===== src/rtl/pipelined_cla_addsub.sv =====
// -----------------------------------------------------------------------------
// pipelined_cla_addsub
//   Pipelined carry-lookahead adder/subtractor with signed-saturating modes and
//   Z/N/V/C flags. The operands are split into SLICE-bit lookahead slices. Each
//   slice is resolved in its own pipeline stage, and the carry is registered
//   between stages. The last stage resolves saturation and the flags and
//   registers them together with the sum. A global advance signal gives full
//   throughput and backpressure.
//
// Parameters
//   WIDTH        operand/result width, a positive multiple of SLICE
//   SLICE        bits per lookahead slice (one pipeline stage per slice)
//
// Ports
//   i_clk        clock, all state updates on the rising edge
//   i_rst_n      synchronous active-low reset
//   i_in_valid   operand beat present
//   o_in_ready   beat can be accepted this cycle (= advance)
//   i_a, i_b     operands
//   i_cin        carry-in, used only by ADD
//   i_op         00 ADD, 01 SUB, 10 SATADD, 11 SATSUB
//   o_out_valid  result beat present
//   i_out_ready  consumer accepts result
//   o_sum        final (possibly saturated) result
//   o_cout       raw carry out of the MSB
//   o_ovfl       signed overflow of the raw result
//   o_zero       o_sum == 0
//   o_neg        o_sum[WIDTH-1]
// -----------------------------------------------------------------------------
module pipelined_cla_addsub #(
  parameter int WIDTH = 16,
  parameter int SLICE = 4
) (
  input  logic             i_clk,
  input  logic             i_rst_n,
  input  logic             i_in_valid,
  output logic             o_in_ready,
  input  logic [WIDTH-1:0] i_a,
  input  logic [WIDTH-1:0] i_b,
  input  logic             i_cin,
  input  logic [1:0]       i_op,
  output logic             o_out_valid,
  input  logic             i_out_ready,
  output logic [WIDTH-1:0] o_sum,
  output logic             o_cout,
  output logic             o_ovfl,
  output logic             o_zero,
  output logic             o_neg
);

  localparam int L  = WIDTH / SLICE;
  // Number of intermediate stage registers; the last stage is the output register.
  localparam int NR = (L > 1) ? L - 1 : 1;

  // One lookahead slice: returns {carry_out, sum}.
  function automatic logic [SLICE:0] cla_slice(input logic [SLICE-1:0] x,
                                               input logic [SLICE-1:0] y,
                                               input logic             c0);
    logic [SLICE-1:0] g;
    logic [SLICE-1:0] p;
    logic [SLICE:0]   c;
    g    = x & y;
    p    = x ^ y;
    c[0] = c0;
    for (int i = 0; i < SLICE; i++) begin
      c[i+1] = g[i] | (p[i] & c[i]);
    end
    return {c[SLICE], p ^ c[SLICE-1:0]};
  endfunction

  logic w_adv;

  // Inputs seen by stage k: from the ports for k = 0, else from stage k-1.
  logic             w_v_in   [L];
  logic [WIDTH-1:0] w_a_in   [L];
  logic [WIDTH-1:0] w_b_in   [L];
  logic [WIDTH-1:0] w_s_in   [L];
  logic             w_c_in   [L];
  logic             w_sat_in [L];
  logic [SLICE:0]   w_res    [L];
  logic [WIDTH-1:0] w_s_out  [L];

  // Intermediate stage registers.
  logic             r_v   [NR];
  logic [WIDTH-1:0] r_a   [NR];
  logic [WIDTH-1:0] r_b   [NR];
  logic [WIDTH-1:0] r_s   [NR];
  logic             r_c   [NR];
  logic             r_sat [NR];

  // Output stage registers.
  logic             r_out_valid;
  logic [WIDTH-1:0] r_sum;
  logic             r_cout;
  logic             r_ovfl;
  logic             r_zero;
  logic             r_neg;

  assign w_adv      = !r_out_valid || i_out_ready;
  assign o_in_ready = w_adv;

  for (genvar gi = 0; gi < L; gi++) begin : g_stage
    if (gi == 0) begin : g_first
      assign w_v_in[gi]   = i_in_valid;
      assign w_a_in[gi]   = i_a;
      // Subtraction is a + ~b + 1. SATADD forces carry-in to 0.
      assign w_b_in[gi]   = i_op[0] ? ~i_b : i_b;
      assign w_c_in[gi]   = i_op[0] | (~i_op[1] & i_cin);
      assign w_s_in[gi]   = '0;
      // Only the saturate bit of op is needed past this point.
      assign w_sat_in[gi] = i_op[1];
    end else begin : g_next
      assign w_v_in[gi]   = r_v[gi-1];
      assign w_a_in[gi]   = r_a[gi-1];
      assign w_b_in[gi]   = r_b[gi-1];
      assign w_c_in[gi]   = r_c[gi-1];
      assign w_s_in[gi]   = r_s[gi-1];
      assign w_sat_in[gi] = r_sat[gi-1];
    end

    assign w_res[gi]   = cla_slice(SLICE'(w_a_in[gi] >> (gi * SLICE)),
                                   SLICE'(w_b_in[gi] >> (gi * SLICE)),
                                   w_c_in[gi]);
    // Upper bits of the partial sum are still zero, so OR-in the new slice.
    assign w_s_out[gi] = w_s_in[gi] | (WIDTH'(w_res[gi][SLICE-1:0]) << (gi * SLICE));
  end

  // Final-stage resolution of overflow, saturation and flags.
  logic [WIDTH-1:0] w_raw;
  logic [WIDTH-1:0] w_sat_val;
  logic [WIDTH-1:0] w_final;
  logic             w_a_msb;
  logic             w_b_msb;
  logic             w_ovfl;

  assign w_raw     = w_s_out[L-1];
  assign w_a_msb   = w_a_in[L-1][WIDTH-1];
  assign w_b_msb   = w_b_in[L-1][WIDTH-1];
  assign w_ovfl    = (w_a_msb == w_b_msb) && (w_raw[WIDTH-1] != w_a_msb);
  // On overflow the true result lies beyond the sign of a.
  assign w_sat_val = w_a_msb ? {1'b1, {(WIDTH-1){1'b0}}} : {1'b0, {(WIDTH-1){1'b1}}};
  assign w_final   = (w_sat_in[L-1] && w_ovfl) ? w_sat_val : w_raw;

  always_ff @(posedge i_clk) begin
    if (!i_rst_n) begin
      for (int k = 0; k < NR; k++) begin
        r_v[k]   <= 1'b0;
        r_a[k]   <= '0;
        r_b[k]   <= '0;
        r_s[k]   <= '0;
        r_c[k]   <= 1'b0;
        r_sat[k] <= 1'b0;
      end
      r_out_valid <= 1'b0;
      r_sum       <= '0;
      r_cout      <= 1'b0;
      r_ovfl      <= 1'b0;
      r_zero      <= 1'b0;
      r_neg       <= 1'b0;
    end else if (w_adv) begin
      for (int k = 0; k < L - 1; k++) begin
        r_v[k]   <= w_v_in[k];
        r_a[k]   <= w_a_in[k];
        r_b[k]   <= w_b_in[k];
        r_s[k]   <= w_s_out[k];
        r_c[k]   <= w_res[k][SLICE];
        r_sat[k] <= w_sat_in[k];
      end
      r_out_valid <= w_v_in[L-1];
      r_sum       <= w_final;
      r_cout      <= w_res[L-1][SLICE];
      r_ovfl      <= w_ovfl;
      r_zero      <= (w_final == '0);
      r_neg       <= w_final[WIDTH-1];
    end
  end

  assign o_out_valid = r_out_valid;
  assign o_sum       = r_sum;
  assign o_cout      = r_cout;
  assign o_ovfl      = r_ovfl;
  assign o_zero      = r_zero;
  assign o_neg       = r_neg;

endmodule

===== config.mk =====
export PLATFORM = sky130hd
export DESIGN_NAME = pipelined_cla_addsub
export DESIGN_NICKNAME = d
export VERILOG_FILES = /design/src/rtl/pipelined_cla_addsub.sv
export SDC_FILE = /design/constraint.sdc
export NUM_CORES = 1
export LEC_CHECK = 0
export CELL_PAD_IN_SITES_DETAIL_PLACEMENT = 2
export CELL_PAD_IN_SITES_GLOBAL_PLACEMENT = 2
export CORE_MARGIN = 2
export CORE_UTILIZATION = 35
export CTS_BUF_LIST = sky130_fd_sc_hd__clkbuf_2 sky130_fd_sc_hd__clkbuf_4 sky130_fd_sc_hd__clkbuf_8
export DETAILED_ROUTE_END_ITERATION = 6
export GPL_TIMING_DRIVEN = 0
export HOLD_SLACK_MARGIN = 0.1
export PLACE_DENSITY = 0.85
export RECOVER_POWER = 100
export SYNTH_ARGS = -nofsm -noshare
export SYNTH_HDL_FRONTEND = slang
export SYNTH_SLANG_ARGS = --single-unit

===== constraint.sdc =====
create_clock -name i_clk -period 2.63 [get_ports i_clk]
set_input_delay 0.263 -clock i_clk [delete_from_list [all_inputs] [get_ports i_clk]]
set_output_delay 0.263 -clock i_clk [all_outputs]
set_load 0.01 [all_outputs]

==> results.md <==
Outcome:
- The run finished, with violations left.
- The checks that failed: negative setup slack.

Global routing:
- The number of antenna violations at the first check in global routing is 0.
- The via count of the first global-routing pass is 3219.
- Global routing finished with a remaining overflow of 0.
- Entering global routing, the biggest net connects 72 pins.
- The first global-routing pass estimated roughly 17 mm of wire.
- The aggregate global-route resource usage is between 10% and 20%.

Routing:
- Summing over every cut layer, the via total after detailed routing is roughly 2900.
- After detailed routing, the total wire length is between 10 and 15 mm.
- The number of design-rule violations left by the first detailed-router iteration is 140.
- Using the TritonRoute via totals, the vias-per-cell ratio works out to just under 5.
- The number of detailed-routing iterations run before antenna repair is 4.
- After detailed routing, the number of remaining DRC violations is 0.
- The final antenna-violating net count is 0.
- Dividing the detail-routed wire length by the instance count gives between 15 and 20 um.

Finish:
- The share of layout cells above drive strength 1 is between 10% and 20%.
- The net count of the finished layout is between 400 and 500.
- The number of antenna cells inserted is 0.
- The synthesis-to-layout area growth is 25.4%.

Floorplanning:
- After floorplanning, the core was sized to cover roughly 0.012 sq mm.
- For this configuration, the core starts out at a cell density of 35.5%.
- In this run the count of I/O pins placed on the die edge is 61.
- The die is roughly 120 um tall.
- Measured along the x axis, the die boundary spans 116 um.
- The die area is ~0.014 sq mm.
- The number of placement rows is just over 40.

Critical path:
- The cell at the slowest stage of the critical path is fa_2.
- The type of element capturing the critical path is a flip-flop.
- The cell type group with the largest total delay on the critical path is adder cells.
- On the worst path, the slowest cell contributes a delay of roughly 0.49 ns.
- The critical path contains buffers and inverters numbering 3 combined.
- The signal on the critical path passes through inv_2, fa_2, inv_2, fa_2, fa_2, inv_2, fa_2, xor2_4, or3_4, a21boi_1.
- For the worst setup path, the data required time is 2.94 ns.
- The critical path is of the reg -> reg type.
- STA classifies the critical path startpoint as a flip-flop.
- In this run the worst path has a maximum fanout of 5.
- The worst endpoint data arrival time is roughly 3 ns.
- The most used cell along the critical path is fa_2.

Synthesis:
- The sequential-to-total area share from yosys stat is between 60% and 70%.
- The number of unique standard cell types used by synthesis is 36.
- Synthesis handed over a netlist of between 300 and 400 instances.
- The share of Yosys cell area claimed by the top area cell type is ~55%.
- The count of flip-flops with a built-in enable after synthesis is 81.
- The total number of yosys warnings is 0.
- After synthesis the cells add up to ~0.0044 sq mm.
- The async set or reset register ratio after synthesis is 0%.
- Sorting the synthesized cells by area gives the leading types as edfxtp_1, dfxtp_1, and3_1.
- The post-synthesis register bit count is 101.
- The cell accounting for the most synthesized area is edfxtp_1.
- Averaged over all synthesized cells, the footprint is 12.9 sq um.
- Counting every net in the synthesized netlist gives roughly 400.
- In the synthesized netlist the dominant register cell turns out to be edfxtp_1.

Timing:
- Final hold analysis gives a worst-case slack of 0.307 ns.
- For the finished layout, the period the worst path requires is between 2 and 3 ns.
- After layout, the worst path uses 103% of the clock period.
- The least setup slack across all paths after layout is -0.0837 ns.
- The clock arrives with between 0.02 and 0.025 ns of skew.
- The final setup TNS is -0.601 ns.
- The final-report max-slew violation count is 0.
- In this run the tightest slew margin relative to its limit is 33.7%.
- Setup violations remaining at the end of the flow were counted as 17.
- The top achievable clock speed is between 0.3 and 0.4 GHz.
- Setup repair after global routing could not meet its margin everywhere.
- The number of hold violations in the final report came to 0.
- The transition time at the pin with the least slew margin is slightly below 1 ns.

Power and ir drop:
- Per report_power, the combinational group accounts for 13.4% of the total.
- The leakage component of the power is roughly 2.3 nW.
- The clock network accounts for 28.6% of the total power.
- The analysis attributes to net switching a power of roughly 0.86 mW.
- Cell internal power was estimated by the tool at 2.43 mW.
- Net switching is around a quarter of the power.
- The relative contribution of sequential cells to total power is a little under 60%.
- The power density relative to cell area is around 590 mW/mm^2.
- The worst ir drop on vdd is between 200 and 250 uV.

CTS:
- The TritonCTS clock tree is yes.
- The cell sitting at the root of the clock tree is a clkbuf_8.
- The number of H-tree levels is 3.
- The clock transition at the registers of the reported paths is roughly 0.11 ns.
- The number of clock buffers inserted by TritonCTS is 9.
- At the later pin of the worst-skew pair, clock insertion delay measures 0.38 ns.
- The clock net in this run drives a total of approximately 100 sinks.
- In this run the deepest clock path goes through 2 buffers.
- The number of hold buffers added after CTS was 0.

Placement:
- The minimum setup slack after placement is -0.245 ns.
- The number of port buffers is just under 60.
- The detailed placer's ending HPWL is slightly below 8 mm.
- The global placement routability congestion is ~0.75.

Job:
- Across the run, the number of max-cap violations was 0.

Min path:
- The class of the tightest hold or removal check is in -> reg.
metal layers:
layer	part of all wire [%]	vias up	GRT usage, %
li1	-	1353	-
met1	40	1454	19.8
met2	55	68	32.7
met3	3.1	18	3.53
met4	1.8	0	5.40
met5	0	-	0
Yosys cell counts (3+ instances only):
master and n:
a21oi_1 15, and3_1 59, buf_2 4, buf_6 3, clkbuf_1 17, dfxtp_1 20, edfxtp_1 81, fa_1 16
inv_1 28, nand2_1 5, nand3_1 3, nor2_1 24, nor4_1 3, o21ai_0 18, o21ai_1 9, xnor2_1 15
logic make-up (layout without fill, tap and decap cells):
| group | after synthesis | count (layout) | synth area share (%) |
|---|---|---|---|
| AO/OA/AOI/OAI | 53 | 53 | 6.84 |
| XOR/XNOR | 17 | 17 | 3.53 |
| adder cells (fa/ha/maj) | 17 | 17 | 7.52 |
| buffers and inverters | 55 | 135 | 5.48 |
| flip-flops | 101 | 101 | 64.0 |
| AND/OR/NAND/NOR | 100 | 100 | 12.7 |
layout by cell type, fill, tap and decap left out, types with 12 or more instances in the layout:
cell              n
nor2_1           23
clkbuf_1         17
clkdlybuf4s50_1  36
o21ai_0          15
and3_1           59
dlygate4sd3_1    22
xnor2_1          15
dfxtp_1          20
inv_1            23
fa_1             12
edfxtp_1         81
power groups by stage:
| stage | combinational [mW] | clock, mW | sequential, mW |
|---|---|---|---|
| 4_1_cts | 0.442 | 0.964 | 1.91 |
| 5_1_grt | 0.493 | 1.02 | 1.92 |
| 2_1_floorplan | 0.223 | 0 | 1.93 |
| 3_3_place_gp | 0.390 | 0 | 1.93 |
| 3_5_place_dp | 0.423 | 0 | 1.94 |
| 6_report | 0.440 | 0.941 | 1.91 |
repair_timing:
item	CTS	global route
setup endpoints to repair	17	18
setup buffers	4	0
gates resized for setup	12	17
pin swaps	6	10
hold endpoints to repair	0	0
cloned	0	1
layout make-up:
class                   count  area (sq um)
fillers                  1271          6910
flip-flops and latches    101          2830
repair buffers             64           633
multi-input cells         187          1440
clock buffers               9           124
clock inverters             7          55.1
inverters                  28           105
plain buffers              27           150
well taps                 172           215
tightest hold or removal path: stages:
cell	delay, ns
buf_4	0.16
xnor2_1	0.09
nor2_1	0.07
metrics by stage:
stage                     instances  util, %  cell area, sq um  power, mW
after global placement          573     42.1              5250       2.32
final                           595     44.5              5550       3.29
after floorplan                 343        -              4450       2.15
after detailed placement        574     42.4              5280       2.37
after global routing            595     44.5              5550       3.43
after CTS                       594     44.4              5530       3.32
sequential cells by signal, summed over array words and instances, names as in the netlist, 3 cells and up:
register and count:
r_c 3, r_sat 3, r_b 24, o_sum 16, r_a 24, r_s 24
r_v 3
path summary, 6_finish.rpt:
kind	slack, ns	cells after the start	end	start
max reg2reg	-0.08	10	o_ovfl$_SDFFE_PN0P_	r_a[0][44]$_SDFFCE_PN0P_
max	-0.08	10	o_ovfl$_SDFFE_PN0P_	r_a[0][44]$_SDFFCE_PN0P_
min reg2reg	0.47	2	o_ovfl$_SDFFE_PN0P_	o_ovfl$_SDFFE_PN0P_
min	0.31	3	r_b[0][9]$_SDFFCE_PN0P_	i_op[0]
No activity file was read; power rests on OpenSTA's default activity.
